==> config.mk <==
export PLATFORM = sky130hd
export DESIGN_NAME = mopshub_bus_test_seq
export DESIGN_NICKNAME = d
export VERILOG_FILES = /design/src/rtl/mopshub_seq_pkg.sv /design/src/rtl/mopshub_seq_timer.sv /design/src/rtl/mopshub_bus_test_seq.sv
export SDC_FILE = /design/constraint.sdc
export NUM_CORES = 1
export LEC_CHECK = 0
export BUFFER_PORTS_ARGS = -buffer_cell sky130_fd_sc_hd__clkbuf_2
export CAP_MARGIN = 10
export CORE_ASPECT_RATIO = 1.5
export CORE_MARGIN = 2
export CORE_UTILIZATION = 43
export DETAILED_ROUTE_END_ITERATION = 12
export PLACE_DENSITY = 0.62
export SKIP_CTS_REPAIR_TIMING = 1
export SYNTH_ARGS = -nofsm -noshare
export SYNTH_HDL_FRONTEND = slang
export SYNTH_SLANG_ARGS = --single-unit
==> constraint.sdc <==
create_clock -name clk -period 8.3 [get_ports clk]
set_input_delay 0.83 -clock clk [delete_from_list [all_inputs] [get_ports clk]]
set_output_delay 0.83 -clock clk [all_outputs]
set_load 0.01 [all_outputs]
==> src/rtl/mopshub_seq_pkg.sv <==
// Shared state encoding, phase indices and phase-order helpers for the MOPSHUB bus self-test sequencer.
package mopshub_seq_pkg;

    typedef enum logic [3:0] {
        ST_IDLE,
        ST_LAUNCH,
        ST_PH_RX,
        ST_RX_EW,
        ST_GAP,
        ST_PH_TX,
        ST_PH_ADV,
        ST_NEXT,
        ST_FIN
    } seq_state_t;

    localparam logic [1:0] PH_RX   = 2'd0;
    localparam logic [1:0] PH_TX   = 2'd1;
    localparam logic [1:0] PH_ADV  = 2'd2;
    localparam logic [1:0] PH_NONE = 2'd3;

    // cur == PH_NONE asks for the first enabled phase of a bus.
    function automatic logic [1:0] next_phase(input logic [2:0] en, input logic [1:0] cur);
        logic [1:0] nxt;
        nxt = PH_NONE;
        for (int i = 2; i >= 0; i--) begin
            if (en[i] && (cur == PH_NONE || i > int'(cur))) nxt = 2'(i);
        end
        return nxt;
    endfunction

    function automatic seq_state_t phase_state(input logic [1:0] ph);
        case (ph)
            PH_RX:   return ST_PH_RX;
            PH_TX:   return ST_PH_TX;
            PH_ADV:  return ST_PH_ADV;
            default: return ST_NEXT;
        endcase
    endfunction

endpackage

==> src/rtl/mopshub_seq_timer.sv <==
// Loadable down-counter that stops at zero; shared by phase timeout and RX->TX gap timing.
module mopshub_seq_timer #(
    parameter int W = 16
) (
    input  logic         clk,
    input  logic         rst,
    input  logic         i_load,
    input  logic [W-1:0] i_load_val,
    input  logic         i_dec,
    output logic         o_zero
);

    logic [W-1:0] r_cnt;

    // NOTE: sequential state uses non-blocking assignments so every flop samples pre-edge values.
    always_ff @(posedge clk) begin
        if (rst) begin
            r_cnt <= '0;
        end else if (i_load) begin
            r_cnt <= i_load_val;
        end else if (i_dec && r_cnt != '0) begin
            r_cnt <= r_cnt - 1'b1;
        end
    end

    assign o_zero = (r_cnt == '0);

endmodule

==> src/rtl/mopshub_bus_test_seq.sv <==
// Per-bus self-test sequencer: walks buses 0..n_buses through enabled RX/TX/ADVANCED phases.
// Optional MOPSHUB_SEQ_RETRY_EN: a timed-out phase is re-issued once before a fail is recorded.
module mopshub_bus_test_seq
    import mopshub_seq_pkg::*;
#(
    parameter int N_BUS   = 32,
    parameter int BUS_W   = 5,
    parameter int TMO_W   = 16,
    parameter int TMO_CYC = 40000,
    parameter int GAP_CYC = 120
) (
    input  logic             clk,
    input  logic             rst,
    input  logic             start,
    input  logic             abort,
    input  logic [BUS_W-1:0] n_buses,
    input  logic [2:0]       phase_en,
    input  logic             test_rx_end,
    input  logic             test_tx_end,
    input  logic             test_advanced_end,
    output logic             test_rx,
    output logic             test_tx,
    output logic             test_advanced,
    output logic [BUS_W-1:0] bus_sel,
    output logic             endwait_all,
    output logic             busy,
    output logic             done,
    output logic             aborted,
    output logic [N_BUS-1:0] pass_map,
    output logic [N_BUS-1:0] fail_map,
    output logic [7:0]       tmo_cnt
);

    seq_state_t       r_state, w_state_nxt;
    logic [2:0]       r_en;
    logic [BUS_W-1:0] r_bus_sel, w_last_bus;
    logic [N_BUS-1:0] r_pass_map, r_fail_map, w_bus_mask;
    logic [7:0]       r_tmo_cnt;
    logic             r_aborted;
    logic             w_start, w_abort, w_in_phase, w_act_end, w_expire;
    logic             w_retry, w_rec_fail, w_exit, w_hold;
    logic             w_tmr_load, w_tmr_zero;
    logic [TMO_W-1:0] w_tmr_val;

`ifdef MOPSHUB_SEQ_RETRY_EN
    logic r_retried, r_hold;
    assign w_hold  = r_hold;
    assign w_retry = w_expire && !r_retried;
`else
    assign w_hold  = 1'b0;
    assign w_retry = 1'b0;
`endif

    assign w_last_bus = (int'(n_buses) >= N_BUS) ? BUS_W'(N_BUS - 1) : n_buses;
    assign w_bus_mask = N_BUS'(1) << r_bus_sel;

    assign w_start    = start && (r_state == ST_IDLE);
    assign w_abort    = abort && (r_state != ST_IDLE);
    assign w_in_phase = (r_state == ST_PH_RX) || (r_state == ST_PH_TX) || (r_state == ST_PH_ADV);
    assign w_act_end  = !w_hold && ((r_state == ST_PH_RX  && test_rx_end) ||
                                    (r_state == ST_PH_TX  && test_tx_end) ||
                                    (r_state == ST_PH_ADV && test_advanced_end));
    // An end pulse in the expiry cycle wins over the timeout.
    assign w_expire   = w_in_phase && !w_hold && w_tmr_zero && !w_act_end;
    assign w_rec_fail = w_expire && !w_retry;
    assign w_exit     = w_act_end || w_rec_fail;

    // NOTE: every always_comb output gets a default first so no path leaves it unassigned (no latch).
    always_comb begin
        w_state_nxt = r_state;
        case (r_state)
            ST_IDLE:   if (w_start) w_state_nxt = ST_LAUNCH;
            ST_LAUNCH: w_state_nxt = (r_en == 3'b000) ? ST_FIN : phase_state(next_phase(r_en, PH_NONE));
            ST_PH_RX:  if (w_exit) w_state_nxt = ST_RX_EW;
            ST_RX_EW:  w_state_nxt = r_en[PH_TX] ? ST_GAP : phase_state(next_phase(r_en, PH_RX));
            ST_GAP:    if (w_tmr_zero) w_state_nxt = ST_PH_TX;
            ST_PH_TX:  if (w_exit) w_state_nxt = phase_state(next_phase(r_en, PH_TX));
            ST_PH_ADV: if (w_exit) w_state_nxt = ST_NEXT;
            ST_NEXT:   w_state_nxt = (r_bus_sel == w_last_bus) ? ST_FIN
                                                               : phase_state(next_phase(r_en, PH_NONE));
            ST_FIN:    w_state_nxt = ST_IDLE;
            default:   w_state_nxt = ST_IDLE;
        endcase
        if (w_abort) w_state_nxt = ST_IDLE;
    end

    // Reload on entry to any timed state, and during the retry low cycle.
    assign w_tmr_load = ((w_state_nxt != r_state) &&
                         (w_state_nxt inside {ST_PH_RX, ST_PH_TX, ST_PH_ADV, ST_GAP})) || w_hold;
    assign w_tmr_val  = (w_state_nxt == ST_GAP) ? TMO_W'(GAP_CYC - 1) : TMO_W'(TMO_CYC - 1);

    mopshub_seq_timer #(.W(TMO_W)) u_timer (
        .clk        (clk),
        .rst        (rst),
        .i_load     (w_tmr_load),
        .i_load_val (w_tmr_val),
        .i_dec      (r_state != ST_IDLE),
        .o_zero     (w_tmr_zero)
    );

    always_ff @(posedge clk) begin
        if (rst) begin
            r_state    <= ST_IDLE;
            r_en       <= '0;
            r_bus_sel  <= '0;
            r_pass_map <= '0;
            r_fail_map <= '0;
            r_tmo_cnt  <= '0;
            r_aborted  <= 1'b0;
        end else begin
            r_state <= w_state_nxt;
            if (w_abort) begin
                r_aborted <= 1'b1;
            end else if (w_start) begin
                r_aborted  <= 1'b0;
                r_en       <= phase_en;
                r_bus_sel  <= '0;
                r_pass_map <= '0;
                r_fail_map <= '0;
                r_tmo_cnt  <= '0;
            end else begin
                if (w_rec_fail) r_fail_map <= r_fail_map | w_bus_mask;
                if (w_expire && r_tmo_cnt != 8'hFF) r_tmo_cnt <= r_tmo_cnt + 8'd1;
                if (r_state == ST_NEXT) begin
                    if ((r_fail_map & w_bus_mask) == '0) r_pass_map <= r_pass_map | w_bus_mask;
                    if (r_bus_sel != w_last_bus) r_bus_sel <= r_bus_sel + 1'b1;
                end
            end
        end
    end

`ifdef MOPSHUB_SEQ_RETRY_EN
    always_ff @(posedge clk) begin
        if (rst) begin
            r_retried <= 1'b0;
            r_hold    <= 1'b0;
        end else begin
            r_hold <= w_retry && !w_abort;
            if (w_state_nxt != r_state) r_retried <= 1'b0;
            else if (w_retry)           r_retried <= 1'b1;
        end
    end
`endif

    assign test_rx       = (r_state == ST_PH_RX)  && !w_hold;
    assign test_tx       = (r_state == ST_PH_TX)  && !w_hold;
    assign test_advanced = (r_state == ST_PH_ADV) && !w_hold;
    assign endwait_all   = (r_state == ST_RX_EW);
    assign busy          = (r_state != ST_IDLE) && (r_state != ST_FIN);
    assign done          = (r_state == ST_FIN) && !abort;
    assign bus_sel       = r_bus_sel;
    assign aborted       = r_aborted;
    assign pass_map      = r_pass_map;
    assign fail_map      = r_fail_map;
    assign tmo_cnt       = r_tmo_cnt;

endmodule
* Yosys cells after proc, flatten, opt, wreduce, memory -nomap -nowiden *
Index checks and enable logic that the tools add are counted.

cells by class
  add/sub/neg operators = 3
  reduce and logical (&&, ||, !) cells = 42
  mux-type cells = 37
  equality and inequality tests = 25
  bitwise gates (word level) = 4
  shift operators = 1

operators with widths
  operator                                              count
  2-to-1 mux 32 bit                                     5
  bitwise OR 32 bit                                     2
  2-to-1 mux 16 bit                                     3
  2-to-1 mux 4 bit                                      9
  one-hot mux 3 bit (3 select lines)                    4
  bitwise AND 32 bit                                    1
  zero test 32 bit                                      1
  one-hot mux 4 bit (8 select lines)                    1
  left shift 1 x 5 -> 32 bit (first input constant)     1
  equality test 4 x 3 -> 1 bit (second input constant)  7
  zero test 16 bit                                      1
  2-to-1 mux 8 bit                                      2
  nonzero test 16 bit                                   1
  subtractor 16 x 1 -> 16 bit (second input constant)   1
  2-to-1 mux 5 bit                                      3
  2-to-1 mux 2 bit                                      7
  nonzero test 2 bit                                    7
  equality test 4 x 2 -> 1 bit (second input constant)  3
  logical AND 1 bit                                     12
  adder 8 x 1 -> 8 bit (second input constant)          1
  equality test 2 x 1 -> 1 bit (second input constant)  4
  equality test 2 bit (second input constant)           4
  zero test 2 bit                                       4
  inequality test 8 bit (second input constant)         1
  other kinds (16)                                      27

word-level totals
  word-level logic and storage cells = 120
  bits of input ports = 15
  register bits after elaboration = 101

* Longest topological paths before layout *
  word-level depth = 18
  mapped depth = 13
  depth with buffers taken out = 10

* Modules after synthesis *
Synthesis repeated with hierarchy kept, for this count alone.

unflattened totals
  cells, all modules = 588
  area total of the unflattened synthesis = 5151.2 um2

by module, submodules not included
  module                cells an instance  seq. area each (um2)  area an instance (um2)  times used
  mopshub_bus_test_seq  458                1701.6                4007.6                  1
  mopshub_seq_timer     130                320.3                 1143.6                  1

* Worst setup path before layout *
OpenSTA, ideal clock, no wires.

  path type = reg-to-reg
  start point = reg r_bus_sel[0], in the netlist bus_sel[0]
  end point = reg r_pass_map[17], in the netlist pass_map[17]
  data arrival time = 2.662 ns
  cell stages (with the launch flop) = 13
  path slack = 5.579 ns
  clock period less this slack = 2.721 ns
  library setup time = 0.059 ns
  buffers on the path = 2
  cell sequence = dfxtp_1 -> inv_1 -> ha_1 -> nor2b_1 -> clkbuf_1 -> a2111oi_0 -> mux4_2 -> o2111ai_1 -> a21oi_1 -> and2b_1 -> and2_1 -> buf_2 -> a22o_1

on the way
  longest elaborated chain between the ends = 5

ends and longest elaborated chain
  what                                                                line                         text
  start, declared                                                     mopshub_bus_test_seq.sv:36   logic [BUS_W-1:0] r_bus_sel, w_last_bus;
  start signal, assigned                                              mopshub_bus_test_seq.sv:126  if (r_bus_sel != w_last_bus) r_bus_sel <= r_bus_sel + 1'b1;
  left shift 1 x 5 -> 32 bit (*)                                      mopshub_bus_test_seq.sv:55   assign w_bus_mask = N_BUS'(1) << r_bus_sel;
  bitwise AND 32 bit or bitwise OR 32 bit (tied branches)             mopshub_bus_test_seq.sv:125  if ((r_fail_map & w_bus_mask) == '0) r_pass_map <= r_pass_map | w_bus_mask;
  zero test 32 bit or 2-to-1 mux 32 bit (tied branches)               mopshub_bus_test_seq.sv:125
  nonzero test 2 bit (no line) or 2-to-1 mux 32 bit (tied branches)   n/a
  AND reduction 3 bit (no line) or 2-to-1 mux 32 bit (tied branches)  n/a
  end signal, assigned                                                mopshub_bus_test_seq.sv:125
  end, declared                                                       mopshub_bus_test_seq.sv:37   logic [N_BUS-1:0] r_pass_map, r_fail_map, w_bus_mask;

Every way passes the cells marked *; elsewhere a longest branch is shown, timed or not. The select of a mux whose other input is x is not followed.
A chain may end at the register's enable or synchronous reset.

* Worst setup path after layout *
  start point = reg r_bus_sel[2], in the netlist bus_sel[2]
  end point = reg r_pass_map[0], in the netlist pass_map[0]

Same word-level chain as after synthesis.

==> impl_results.md <==
* Crit path time final at 3.54 ns
* Tot GR Track Use at 22.0%
* Most frequent cells in the layout: dfxtp_1, clkbuf_2, nor2_1, a21oi_1, nand2_1
* Crit path capture type: flip-flop
* Initial antenna violation count at 0
* Setup TNS at 0 ns
* Nets at 648
* DP HPWL at 9.51 mm
* Die H at between 100 and 150 µm
* Status: completed
* CTS Buf Count at 9
* Hold endpoint: pass_map[31]
* Max-cap violations at 0
* Synth Register Bits at 101
* CORE AREA at 0.0106 mm²
* R2r endpoint: pass_map[0]
* Via count at approximately 4400
* Post-placement cell area at 0.00526 mm²
* Worst path slowest cell: dfxtp_1
* CTS tree: done
* Cells after synthesis at 548
* Most common cell after layout, fill and taps aside: dfxtp_1
* DRC violations left at 0
* DR iter-0 viols at 235
* Unrepaired setup endpoints after global routing: no
* Die area at 0.0118 mm²
* Synth unique cells at 67
* Synth area leader: dfxtp_1
* Post-route design area at 0.00557 mm²
* CTS Root Cell: clkbuf_16
* Synth warn at 0
* Post-route ant nets at 0
* Core Util, Final at 52.3%
* FMAX at 0.282 GHz
* Total power draw at approximately 1.6 mW
* Synthesized area per cell at 8.60 µm²
* Placed insts at 757
* Syn Nets at 572
* Worst Hold Class: flip-flop to flip-flop
* CP Class: flip-flop to flip-flop
* Die width at just under 90 µm
* Synth top area share at 42.9%
* Crit Path Max Fanout at 20
* Post-synth EDFFs at 0
* Reg2reg path depth at 10
* Maximum clock path buffer count at 2
* Avg WL per Cell at 16.8 µm
* Worst-margin pin slew at 1.14 ns
* Initial core utilization at 44.3%
* Fin cells at 773
* RR Startpoint: bus_sel[2]
* First-pass GRT wire length at 20.4 mm
* Critical Path Max Stage Delay at around 0.84 ns
* PortBufs at 98
* Top_reg_cell synth: dfxtp_1
* Rows at 46
* Fraction of layout cells with a size suffix above 1 at about a fifth
* Skew final at between 0.005 and 0.006 ns
* Clock slew at reported path FFs at approximately 0.07 ns
* Crit path arrival time at 3.83 ns
* Final period utilization at 42.7%
* Ant. Diodes at 0
* Ports at between 90 and 100
* Power Dens Cells at 290 mW/mm²
* Critical path required time at 8.59 ns
* Seq/Total Area, Yosys at between 40% and 50%
* Min-delay src: pass_map[31]
* # setup viols final at 0
* Critical path launch point type: flip-flop
* Final hold vios at 0
* R2R setup slack at 4.76 ns
* Worst hold path stage count at 2
* Vias in the first global route at 3985
* Final WL at 13.0 mm
* Synth Cell Area at 0.00471 mm²
* Area Overhead vs Synth at 18.1%
* Largest net degree at the start of global routing at 58
* Pleak at 2.19 nW
* Worst slew margin at 23.8%
* First-pass detailed-route iteration total at 5
* Routability congestion estimate from global placement at 0.890
* Final Max Slew Viols at 0
* Synth area leaders: dfxtp_1, nor2_1, a21oi_1, a22o_1, xnor2_1
* VDD IR-drop max at between 200 and 250 µV
* Clk_lat worst skew at 0.35 ns
* Fraction of registers with async set/reset at 0%
* CTS H-tree depth at 3
* Crit path cell chain: inv_1, ha_1, a221oi_1, a211oi_1, a2111oi_1, o2111ai_1, a21oi_1, and2b_1, and2_1, a22o_1
* # clock sinks at 101
* Via/cell ratio at between 5 and 6
* GRT overflow at 0
## stage by stage
step           worst slack, ns  hold WS (ns)
3_3_place_gp              4.93         0.440
2_1_floorplan             5.58         0.477
3_5_place_dp              4.82         0.447
5_1_grt                   4.49         0.494
6_report                  4.76         0.458
4_1_cts                   4.82         0.463
## power breakdown
part           internal [mW]  switching [mW]
clock                  0.245           0.190
combinational          0.208           0.374
sequential             0.530          0.0678
total                  0.982           0.632
## cells by family after synthesis
kind of cell / after synthesis / share of synthesized area (%)
AOI/OAI and AO/OA: 148 / 21.1
xor gates and xnor gates: 22 / 4.09
adders and majority gates: 9 / 2.39
buffers and inverters: 44 / 3.80
DFF: 101 / 42.9
muxes: 7 / 2.04
and+or+nand+nor: 217 / 23.7
## worst max-delay path: cells and delay by family, from the launching register on
family	cells	cell delay [ns]
buf+inv	1	0.22
simple gates	2	0.60
flops	1	0.84
compound gates	6	1.46
fa+ha+maj	1	0.36
## final cells by class
class                      instances  area, µm²
tap                              144        180
clock buffer                      10        239
timing repair buffer             100        505
clock inverter                     6       71.3
fill                            1029       5080
multi-input combinational        403       2520
sequential                       101       2020
inverter                           9       33.8
## sequential cells by signal, summed over array words and instances (netlist names)
name / flops
tmo_cnt: 8
u_timer.r_cnt: 16
pass_map: 32
r_en: 3
aborted: 1
bus_sel: 5
r_state: 4
fail_map: 32
## layer usage
metal	track usage [%]	vias to the layer above	part of all wire (%)	routed length [µm]
met5	0	-	0	0
met4	8.21	0	2.2	282
met3	3.88	22	4.6	599
met2	37.0	148	51	6660
met1	27.3	2070	42	5430
li1	-	2138	-	-
## cell usage after synthesis (11+ instances only)
| master | number |
|---|---|
| o21ai_0 | 13 |
| nand3_1 | 12 |
| nand2b_1 | 12 |
| nor2b_1 | 11 |
| dfxtp_1 | 101 |
| clkbuf_1 | 25 |
| a21oi_1 | 52 |
| and2_1 | 11 |
| nor3_1 | 18 |
| nand2_1 | 30 |
| a22o_1 | 18 |
| a31oi_1 | 18 |
| xnor2_1 | 15 |
| nor2_1 | 71 |
## worst max path at each step
stage,start,endpoint,slack (ns)
finish,bus_sel[2],pass_map[0],4.76
global route,bus_sel[2],pass_map[16],4.49
CTS,bus_sel[2],pass_map[0],4.82
detailed placement,bus_sel[2],pass_map[4],4.82
global placement,bus_sel[0],pass_map[17],4.93
floorplan,bus_sel[0],pass_map[17],5.58
No activity file was read; power rests on OpenSTA's default activity.
